===== src/rtl/coproc_issuer.sv =====
// -----------------------------------------------------------------------------
// coproc_issuer
//
// Host-side initiator for the matrix coprocessor. A 5-bit instruction and a
// row-major byte stream of signed elements arrive from the host bridge. The
// bytes are packed into two 200-bit operand buses, one start handshake is run
// against the coprocessor's ready line, and the result is then streamed back
// to the host one byte at a time with overflow / error status.
//
// Ports:
//   clk, rst          fast system clock, asynchronous active-high reset
//   cmd_valid/ready   instruction handshake; cmd_instr = {opcode[4:2], size[1:0]}
//   in_valid/ready    element byte handshake, in_data = signed element
//   cp_matrix1/2      operand A / B buses to the coprocessor (element k at [199-8k -: 8])
//   cp_instruction    latched instruction
//   cp_start          start request, held until the coprocessor drops ready
//   cp_result         coprocessor result bus (captured when ready returns)
//   cp_ready          coprocessor ready (other clock domain, synchronised here)
//   cp_overflow       coprocessor overflow (other clock domain, synchronised here)
//   out_valid/ready   result byte handshake, out_data MSB-first, out_last on final byte
//   busy              high whenever not idle
//   done              one-cycle pulse at the end of every operation
//   ovf_flag          overflow of the last operation
//   err_flag          timeout or illegal opcode on the last operation
// -----------------------------------------------------------------------------
module coproc_issuer #(
   parameter int TIMEOUT     = 4096,
   parameter int SYNC_STAGES = 2
) (
   input  logic         clk,
   input  logic         rst,
   input  logic         cmd_valid,
   input  logic [4:0]   cmd_instr,
   output logic         cmd_ready,
   input  logic         in_valid,
   input  logic [7:0]   in_data,
   output logic         in_ready,
   output logic [199:0] cp_matrix1,
   output logic [199:0] cp_matrix2,
   output logic [4:0]   cp_instruction,
   output logic         cp_start,
   input  logic [199:0] cp_result,
   input  logic         cp_ready,
   input  logic         cp_overflow,
   output logic         out_valid,
   output logic [7:0]   out_data,
   output logic         out_last,
   input  logic         out_ready,
   output logic         busy,
   output logic         done,
   output logic         ovf_flag,
   output logic         err_flag
);

   localparam int TW = $clog2(TIMEOUT + 1);
   localparam int NB = 25;

   typedef enum logic [2:0] {
      S_IDLE,
      S_LOAD_A,
      S_LOAD_B,
      S_ISSUE,
      S_WAIT_ACK,
      S_WAIT_DONE,
      S_DRAIN,
      S_FINISH
   } state_t;

   state_t                 state_q, state_d;
   logic [4:0]             instr_q;
   logic                   armed_q;
   logic [4:0]             idx_q, idx_d;
   logic [TW-1:0]          tmo_q, tmo_d;
   logic [199:0]           result_q;
   logic                   ovf_q, err_q;
   logic                   done_q, done_d;
   logic                   cp_start_q, cp_start_d;
   logic [SYNC_STAGES-1:0] rdy_sync_q, ovf_sync_q;
   logic                   rdy_s, ovf_s;

   logic [7:0]             a_lane_q [NB];
   logic [7:0]             b_lane_q [NB];
   logic [7:0]             res_lane [NB];
   logic [NB-1:0]          a_wr, b_wr;

   logic [2:0]             opcode;
   logic [4:0]             elem_cnt, a_last, b_last, out_last_idx, b_sel, out_sel;
   logic                   accept, illegal, capture, timeout;

   // ---------------------------------------------------------------------
   // Instruction decode
   // ---------------------------------------------------------------------
   assign opcode = instr_q[4:2];

   always_comb begin
      elem_cnt = 5'd25;
      case (instr_q[1:0])
         2'b00:   elem_cnt = 5'd4;
         2'b01:   elem_cnt = 5'd9;
         2'b10:   elem_cnt = 5'd16;
         default: elem_cnt = 5'd25;
      endcase
   end

   assign a_last       = elem_cnt - 5'd1;
   // Scalar multiply takes a single B byte, which lands in the last lane ([7:0]).
   assign b_last       = (opcode == 3'b011) ? 5'd0  : a_last;
   assign b_sel        = (opcode == 3'b011) ? 5'd24 : idx_q;
   // Determinant returns a single byte taken from the last lane ([7:0]).
   assign out_last_idx = (opcode == 3'b100) ? 5'd0  : a_last;
   assign out_sel      = (opcode == 3'b100) ? 5'd24 : idx_q;

   // armed_q blocks acceptance on the first edge after reset release.
   assign accept  = (state_q == S_IDLE) && cmd_valid && armed_q;
   assign illegal = accept && (cmd_instr[4:2] == 3'b111);

   // ---------------------------------------------------------------------
   // Byte lanes: write enables, operand packing and result unpacking
   // ---------------------------------------------------------------------
   generate
      for (genvar gi = 0; gi < NB; gi++) begin : g_lane
         assign a_wr[gi] = (state_q == S_LOAD_A) && in_valid && (idx_q == 5'(gi));
         assign b_wr[gi] = (state_q == S_LOAD_B) && in_valid && (b_sel == 5'(gi));
         assign cp_matrix1[199-8*gi -: 8] = a_lane_q[gi];
         assign cp_matrix2[199-8*gi -: 8] = b_lane_q[gi];
         assign res_lane[gi]              = result_q[199-8*gi -: 8];
      end
   endgenerate

   always_ff @(posedge clk or posedge rst) begin
      if (rst) begin
         for (int i = 0; i < NB; i++) begin
            a_lane_q[i] <= 8'h00;
            b_lane_q[i] <= 8'h00;
         end
      end else if (accept) begin
         for (int i = 0; i < NB; i++) begin
            a_lane_q[i] <= 8'h00;
            b_lane_q[i] <= 8'h00;
         end
      end else begin
         for (int i = 0; i < NB; i++) begin
            if (a_wr[i]) a_lane_q[i] <= in_data;
            if (b_wr[i]) b_lane_q[i] <= in_data;
         end
      end
   end

   // ---------------------------------------------------------------------
   // Synchronisers for the coprocessor-domain status lines
   // ---------------------------------------------------------------------
   always_ff @(posedge clk or posedge rst) begin
      if (rst) begin
         rdy_sync_q <= '0;
         ovf_sync_q <= '0;
      end else begin
         rdy_sync_q[0] <= cp_ready;
         ovf_sync_q[0] <= cp_overflow;
         for (int i = 1; i < SYNC_STAGES; i++) begin
            rdy_sync_q[i] <= rdy_sync_q[i-1];
            ovf_sync_q[i] <= ovf_sync_q[i-1];
         end
      end
   end

   assign rdy_s = rdy_sync_q[SYNC_STAGES-1];
   assign ovf_s = ovf_sync_q[SYNC_STAGES-1];

   // ---------------------------------------------------------------------
   // Next-state logic
   // ---------------------------------------------------------------------
   always_comb begin
      state_d = state_q;
      idx_d   = idx_q;
      tmo_d   = tmo_q;
      capture = 1'b0;
      timeout = 1'b0;

      case (state_q)
         S_IDLE: begin
            idx_d = 5'd0;
            tmo_d = '0;
            if (accept && !illegal) state_d = S_LOAD_A;
         end

         S_LOAD_A: begin
            if (in_valid) begin
               if (idx_q == a_last) begin
                  idx_d   = 5'd0;
                  // Opcodes 0xx carry a B operand; det/transpose/opposite do not.
                  state_d = opcode[2] ? S_ISSUE : S_LOAD_B;
               end else begin
                  idx_d = idx_q + 5'd1;
               end
            end
         end

         S_LOAD_B: begin
            if (in_valid) begin
               if (idx_q == b_last) begin
                  idx_d   = 5'd0;
                  state_d = S_ISSUE;
               end else begin
                  idx_d = idx_q + 5'd1;
               end
            end
         end

         S_ISSUE: begin
            tmo_d   = '0;
            state_d = S_WAIT_ACK;
         end

         // The coprocessor acknowledges start by dropping ready.
         S_WAIT_ACK: begin
            if (!rdy_s) begin
               tmo_d   = '0;
               state_d = S_WAIT_DONE;
            end else if (tmo_q == TW'(TIMEOUT - 1)) begin
               timeout = 1'b1;
               state_d = S_FINISH;
            end else begin
               tmo_d = tmo_q + TW'(1);
            end
         end

         // Ready was low on entry, so a high level here is the rising edge.
         // Checked before the timeout so a coincident ready wins.
         S_WAIT_DONE: begin
            if (rdy_s) begin
               capture = 1'b1;
               idx_d   = 5'd0;
               state_d = S_DRAIN;
            end else if (tmo_q == TW'(TIMEOUT - 1)) begin
               timeout = 1'b1;
               state_d = S_FINISH;
            end else begin
               tmo_d = tmo_q + TW'(1);
            end
         end

         S_DRAIN: begin
            if (out_ready) begin
               if (idx_q == out_last_idx) begin
                  idx_d   = 5'd0;
                  state_d = S_FINISH;
               end else begin
                  idx_d = idx_q + 5'd1;
               end
            end
         end

         S_FINISH: begin
            state_d = S_IDLE;
         end

         default: begin
            state_d = S_IDLE;
         end
      endcase

      // Registered so start is glitch-free toward the slower domain.
      cp_start_d = (state_d == S_ISSUE) || (state_d == S_WAIT_ACK);
      done_d     = (state_d == S_FINISH) || illegal;
   end

   // ---------------------------------------------------------------------
   // State and status registers
   // ---------------------------------------------------------------------
   always_ff @(posedge clk or posedge rst) begin
      if (rst) begin
         state_q    <= S_IDLE;
         instr_q    <= 5'd0;
         armed_q    <= 1'b0;
         idx_q      <= 5'd0;
         tmo_q      <= '0;
         result_q   <= '0;
         ovf_q      <= 1'b0;
         err_q      <= 1'b0;
         done_q     <= 1'b0;
         cp_start_q <= 1'b0;
      end else begin
         state_q    <= state_d;
         armed_q    <= 1'b1;
         idx_q      <= idx_d;
         tmo_q      <= tmo_d;
         done_q     <= done_d;
         cp_start_q <= cp_start_d;

         if (accept) begin
            instr_q <= cmd_instr;
            ovf_q   <= 1'b0;
            err_q   <= illegal;
         end
         if (timeout) err_q <= 1'b1;
         if (capture) begin
            result_q <= cp_result;
            ovf_q    <= ovf_s;
         end
      end
   end

   // ---------------------------------------------------------------------
   // Outputs
   // ---------------------------------------------------------------------
   assign cmd_ready      = (state_q == S_IDLE);
   assign in_ready       = (state_q == S_LOAD_A) || (state_q == S_LOAD_B);
   assign busy           = (state_q != S_IDLE);
   assign cp_instruction = instr_q;
   assign cp_start       = cp_start_q;
   assign done           = done_q;
   assign ovf_flag       = ovf_q;
   assign err_flag       = err_q;

   // out_data only moves when idx_q advances on an accepted byte, so it is
   // stable while the host stalls.
   assign out_valid = (state_q == S_DRAIN);
   assign out_data  = out_valid ? res_lane[out_sel] : 8'h00;
   assign out_last  = out_valid && (idx_q == out_last_idx);

endmodule


===== config.mk =====
export PLATFORM = sky130hd
export DESIGN_NAME = coproc_issuer
export DESIGN_NICKNAME = d
export VERILOG_FILES = /design/src/rtl/coproc_issuer.sv
export SDC_FILE = /design/constraint.sdc
export NUM_CORES = 1
export LEC_CHECK = 0
export CAP_MARGIN = 20
export CORE_MARGIN = 2
export CORE_UTILIZATION = 45
export CTS_BUF_LIST = sky130_fd_sc_hd__clkbuf_4 sky130_fd_sc_hd__clkbuf_8 sky130_fd_sc_hd__clkbuf_16
export CTS_CLUSTER_DIAMETER = 40
export CTS_CLUSTER_SIZE = 8
export DETAILED_ROUTE_END_ITERATION = 10
export PLACE_DENSITY = 0.73
export SYNTH_ARGS = -nofsm -noshare
export SYNTH_HDL_FRONTEND = slang
export SYNTH_SLANG_ARGS = --single-unit

===== constraint.sdc =====
create_clock -name clk -period 29.2 [get_ports clk]
set_input_delay 5.84 -clock clk [delete_from_list [all_inputs] [get_ports clk]]
set_output_delay 5.84 -clock clk [all_outputs]
set_load 0.01 [all_outputs]

Yosys cells after proc, flatten, opt, wreduce, memory -nomap -nowiden. Cells that the tools add are included.

Flip-flop bits (word level): 635. Input port bits: 220. Output and inout bits: 422. Logic and storage cells: 357.

$add $sub $neg: 3. Order comparisons: 1. Equal/unequal tests: 72. Multiplexer cells: 95. Bitwise logic cells: 1. Reductions and logical operators: 123.

Operators with widths (number): 8-bit 2-to-1 mux (53); 200-bit 2-to-1 mux (2); 2-bit nonzero test (52); 5-bit equality test (second input constant) (18); 5-bit by 4-bit equality test with 1-bit output (second input constant) (16); 1-bit logical AND (57); 5-bit 2-to-1 mux (11); 8-bit binary-select mux with 5-bit select (1); 5-bit by 3-bit equality test with 1-bit output (second input constant) (8); 13-bit 2-to-1 mux (3); 13-bit one-hot mux with 3 select lines (1); 3-bit 2-to-1 mux (10); 5-bit one-hot mux with 5 select lines (1); 3-bit equality test (second input constant) (8); 3-bit one-hot mux with 8 select lines (1); 5-bit by 2-bit equality test with 1-bit output (second input constant) (4); 5-bit equality test (3); 5-bit one-hot mux with 3 select lines (1); 13-bit by 1-bit adder with 13-bit output (second input constant) (1); 13-bit by 12-bit equality test with 1-bit output (second input constant) (1); 3-bit by 2-bit equality test with 1-bit output (second input constant) (4); 5-bit by 1-bit equality test with 1-bit output (second input constant) (2); 5-bit zero test (2); 1-bit 2-to-1 mux (10); 19 further kinds (25).

Longest topological paths before layout.
Depth in word-level cells: 10. Depth in mapped cells: 9. Mapped depth without buffers: 8.

Least setup slack after synthesis. Ideal clock, no wire load.

Path kind: flip-flop to output port. From: reg instr_q[2] (netlist: cp_instruction[2]). To: out out_data[6]. Arrival time: 2.037 ns. Required time: 23.360 ns. Path slack: 21.323 ns. Cell stages (with the launch flop): 8. Path buffers: 1. Path through: dfrtp_1 or3b_1 buf_6 nand2_8 mux2i_1 a221o_1 and4_1 o32ai_1.

Cells in the longest elaborated chain, start to end: 7.

Ends and longest elaborated chain: start, declared (RTL line 70) `logic [4:0] instr_q;`; start signal, assigned (RTL line 291) `instr_q <= cmd_instr;`; 3-bit equality test (RTL line 111) `assign out_sel = (opcode == 3'b100) ? 5'd24 : idx_q;`; 5-bit 2-to-1 mux (RTL line 111); 5-bit NOT with 6-bit output (implied by the code) (RTL line 318) `assign out_data = out_valid ? res_lane[out_sel] : 8'h00;`; 8-bit binary-select mux with 5-bit select (RTL line 318); 8-bit 2-to-1 mux (implied by the code) (2 in a row) (RTL line 318); 8-bit 2-to-1 mux (RTL line 318); end, declared (RTL line 46) `output logic [7:0] out_data,`.

No other way between the ends. The select of a mux whose other input is x is not followed.

Worst setup path in the final report.
From: reg idx_q[1]. To: out out_data[6].

Cells in the longest elaborated chain, start to end: 6.

Ends and longest elaborated chain: start, declared (RTL line 72) `logic [4:0] idx_q, idx_d;`; start signal, assigned (RTL line 285) `idx_q <= idx_d;`; 5-bit 2-to-1 mux (RTL line 111); 5-bit NOT with 6-bit output (implied by the code) (RTL line 318); 8-bit binary-select mux with 5-bit select (RTL line 318); 8-bit 2-to-1 mux (implied by the code) (2 in a row) (RTL line 318); 8-bit 2-to-1 mux (RTL line 318).

No other way between the ends. The select of a mux whose other input is x is not followed.

==> results.cfg <==
[die]
die_w_um = 252
core.rowCount = 90
die_area_sq_um = 63500
boundaryPins = 642
chipHeight_um = 252
design.core.area_sq_um = 60600
initial_core_util_pct = 45.7

[global_route]
grt_first_pass_wirelength_mm = 146
grt_util_all_layers_pct = 30.3
vias_in_the_first_global_route = 23400
grt_antenna_before_repair = 6
grt_start_max_net_pins = 186
overflow = 0

[critical_path]
critical_path.slowest_cell = sky130_fd_sc_hd__clkdlybuf4s50_1
criticalPathCategory = register to primary output
worst_ep_arrival_time_ps = 4360
critPathLaunchType = register
worst_ep_required_ps = 23360
largest_stage_delay_on_the_critical_path_ps = 640
crit_fanout = 41
critical_path.cell_chain = buf_4, nor2b_2, a221o_1, a211o_1, o311ai_0, and4_1, o32ai_1, clkdlybuf4s50_1
worstSetupEndpointType = primary output
regToRegSetupSlack_ps = 25390

[power]
leakage_uw = 0.0162
netSwitchingFraction_pct = 30.5
power.share.clock_pct = 37.8
p_sw_uw = 968
power.ir.vdd_worst_mv = 0.0558
post-layout-total-power_uw = 3180
intPower_uw = 2210
comb_power_share_pct = 24.0
areal_power_density_over_the_cells_nw_per_um2 = 83.4
p_seq_share_pct = 38.2

[cts]
clock_latency_ps = 660
tritoncts = done
ctsHoldBuffers = 0
clkTransAtPathRegs_ps = 50
cts_resized = 0
cts.root.buffer_cell = sky130_fd_sc_hd__clkbuf_16
cts_max_level = 3
postCtsSetupRepairBufs = 0
clock_tree.buffer_depth = 3
clock-sinks = 635
cts-buffers-inserted = 103

[synthesis]
ys_warn_count = 0
synth.ff_latch_count = 635
mappedNetlistNets = 2890
synth_edf_count = 0
synth_sequential_area_ratio_pct = 57.4
synth.cell_area_sq_um = 27700
postSynthCellCount = 2664
syn_avg_cell_area_sq_um = 10.4
yosys.cell_types.count = 69
async_flop_share_pct = 100
synthFlopType = sky130_fd_sc_hd__dfrtp_1

[sta]
hold_violations_final = 0
max_clock_freq_ghz = 0.0980
timing.final.max_slew_violations = 0
rsz0062_at_grt = false
timing.setup.tns_ps = 0
fin_worst_skew_ps = 32.4
max_slew_margin_pct = 24.3
ratio_of_final_minimum_period_to_clock_period_pct = 34.9
hold_ws_ps = 349
fin_crit_ps = 10200
report.final.setup_viol = 0
worst_pin_slew_ps = 1140

[flow_run]
drv.max_cap_violation_count = 0

[cells_and_area]
final_net_count = 3459
stdcell_area_sq_um = 38100
area_delta_synth_final_pct = 37.7
layout-drive-gt1-share_pct = 14.4
finalCoreUtilization_pct = 62.9
filler_cells_inserted = 4699
mostFrequentLayoutCells = sky130_fd_sc_hd__dfrtp_1, sky130_fd_sc_hd__clkdlybuf4s50_1, sky130_fd_sc_hd__nand2_1

[placed_design]
placed_area_sq_um = 34500
finalWeightedCongestion = 0.948
hpwlAfterDp_mm = 67.4
placement.io_buffers = 641

[outcome]
run_status = finished, final reports clean

[route]
drt-vias-per-instance = 5.85
post_detailed_routing_wire_length_mm = 98.3
drc = 0
drtAntennaViolNets = 0
drt_pass1_iterations = 6
detailedRoute.firstIterationViolations = 2310
detail_route.wl_per_cell_um = 24.2
routed-via-count = 23800

[min_path]
holdCritPathClass = register to register
==> per-stage QoR <==
stage	std cells	setup WS, ps
after CTS	4055	19030
after detailed placement	3902	19760
after global routing	4065	18850
final	4067	19000
after floorplan	2664	5570
after global placement	3902	19870
==> Yosys cell counts (all sizes together), types with 2 or more instances <==
| cell type | count | area (sq um) |
|---|---|---|
| clkbuf | 143 | 537 |
| nor3 | 20 | 115 |
| or3 | 2 | 12.5 |
| a211o | 9 | 78.8 |
| mux2i | 91 | 911 |
| o31ai | 6 | 45.0 |
| nand3 | 368 | 1850 |
| o21a | 2 | 15.0 |
| o32ai | 4 | 42.6 |
| xnor2 | 8 | 70.1 |
| nand2b | 7 | 43.8 |
| a221oi | 29 | 254 |
| o221a | 2 | 22.5 |
| o311ai | 8 | 70.1 |
| nor2 | 82 | 310 |
| nand4 | 5 | 31.3 |
| a21oi | 372 | 1860 |
| dfrtp | 635 | 15900 |
| o21ai | 11 | 55.1 |
| or2 | 2 | 12.5 |
| nor4 | 6 | 52.6 |
| o22ai | 3 | 18.8 |
| buf | 85 | 407 |
| and3 | 6 | 37.5 |
| and2 | 8 | 50.1 |
| a211oi | 7 | 52.6 |
| clkinv | 2 | 7.51 |
| a221o | 9 | 90.1 |
| mux4 | 6 | 135 |
| xor2 | 3 | 26.3 |
| nor3b | 2 | 20.0 |
| o221ai | 6 | 52.6 |
| nor2b | 7 | 43.8 |
| and4bb | 2 | 28.8 |
| nand2 | 456 | 1730 |
| inv | 11 | 41.3 |
| ha | 6 | 75.1 |
| mux2 | 217 | 2440 |
==> cells by family after synthesis <==
logic type	synth area share, %
and+or+nand+nor	15.9
DFF	57.4
AOI/OAI and AO/OA	9.85
muxes	12.6
buffers and inverters	3.59
xor gates and xnor gates	0.348
adders and majority gates	0.307
other	0.0136
==> flip-flops by register name (all words and copies together), names as in the netlist <==
signal          cells
ovf_flag            1
done                1
cp_start            1
cp_instruction      5
tmo_q              13
ovf_sync_q          2
rdy_sync_q          2
idx_q               5
err_flag            1
cp_matrix1        200
armed_q             1
res_lane          200
cp_matrix2        200
state_q             3
==> metal layers <==
layer	up-vias	wire length, um	track usage [%]
met5	-	44	0
met4	8	5520	17.1
met3	286	9120	7.84
met2	1337	46400	48.3
li1	10500	-	-
met1	11700	37200	37.7
==> worst paths after layout <==
path | startpoint | to | cells after the start
min in group asynchronous | rst | cp_matrix2[38]$_DFFE_PP0P_ | 2
hold / removal | ovf_sync_q[0]$_DFF_PP0_ | ovf_sync_q[1]$_DFF_PP0_ | 0
setup reg to reg | state_q[2]$_DFF_PP0_ | cp_matrix2[142]$_DFFE_PP0P_ | 5
hold reg to reg | ovf_sync_q[0]$_DFF_PP0_ | ovf_sync_q[1]$_DFF_PP0_ | 0
setup / recovery | idx_q[1]$_DFFE_PP0P_ | out_data[6] | 8
max in group asynchronous | rst | idx_q[0]$_DFFE_PP0P_ | 5
==> worst max-delay path: cells and delay by family, from the launching register on <==
family | cells | cell delay [ps]
AND/OR/NAND/NOR | 2 | 840
AO/OA/AOI/OAI | 4 | 1020
buffers and inverters | 2 | 1230
flip-flops | 1 | 580
==> power by group through the flow <==
stage	logic, uW	clock network [uW]	registers [uW]
finish	762	1200	1210
detailed placement	751	0	1220
global route	813	1260	1230
floorplan	497	0	1160
global placement	724	0	1220
CTS	756	1210	1210
==> cell type report <==
class	count	area, sq um	area share [%]
repair buffers	692	6900	18.1
flip-flops and latches	635	15900	41.7
well taps	782	978	2.57
clock buffers	126	2840	7.46
clock inverters	27	554	1.45
diodes	4	10.0	0.0263
multi-input cells	1788	10900	28.5
inverters	13	56.3	0.148
No activity file was read; power rests on OpenSTA's default activity.
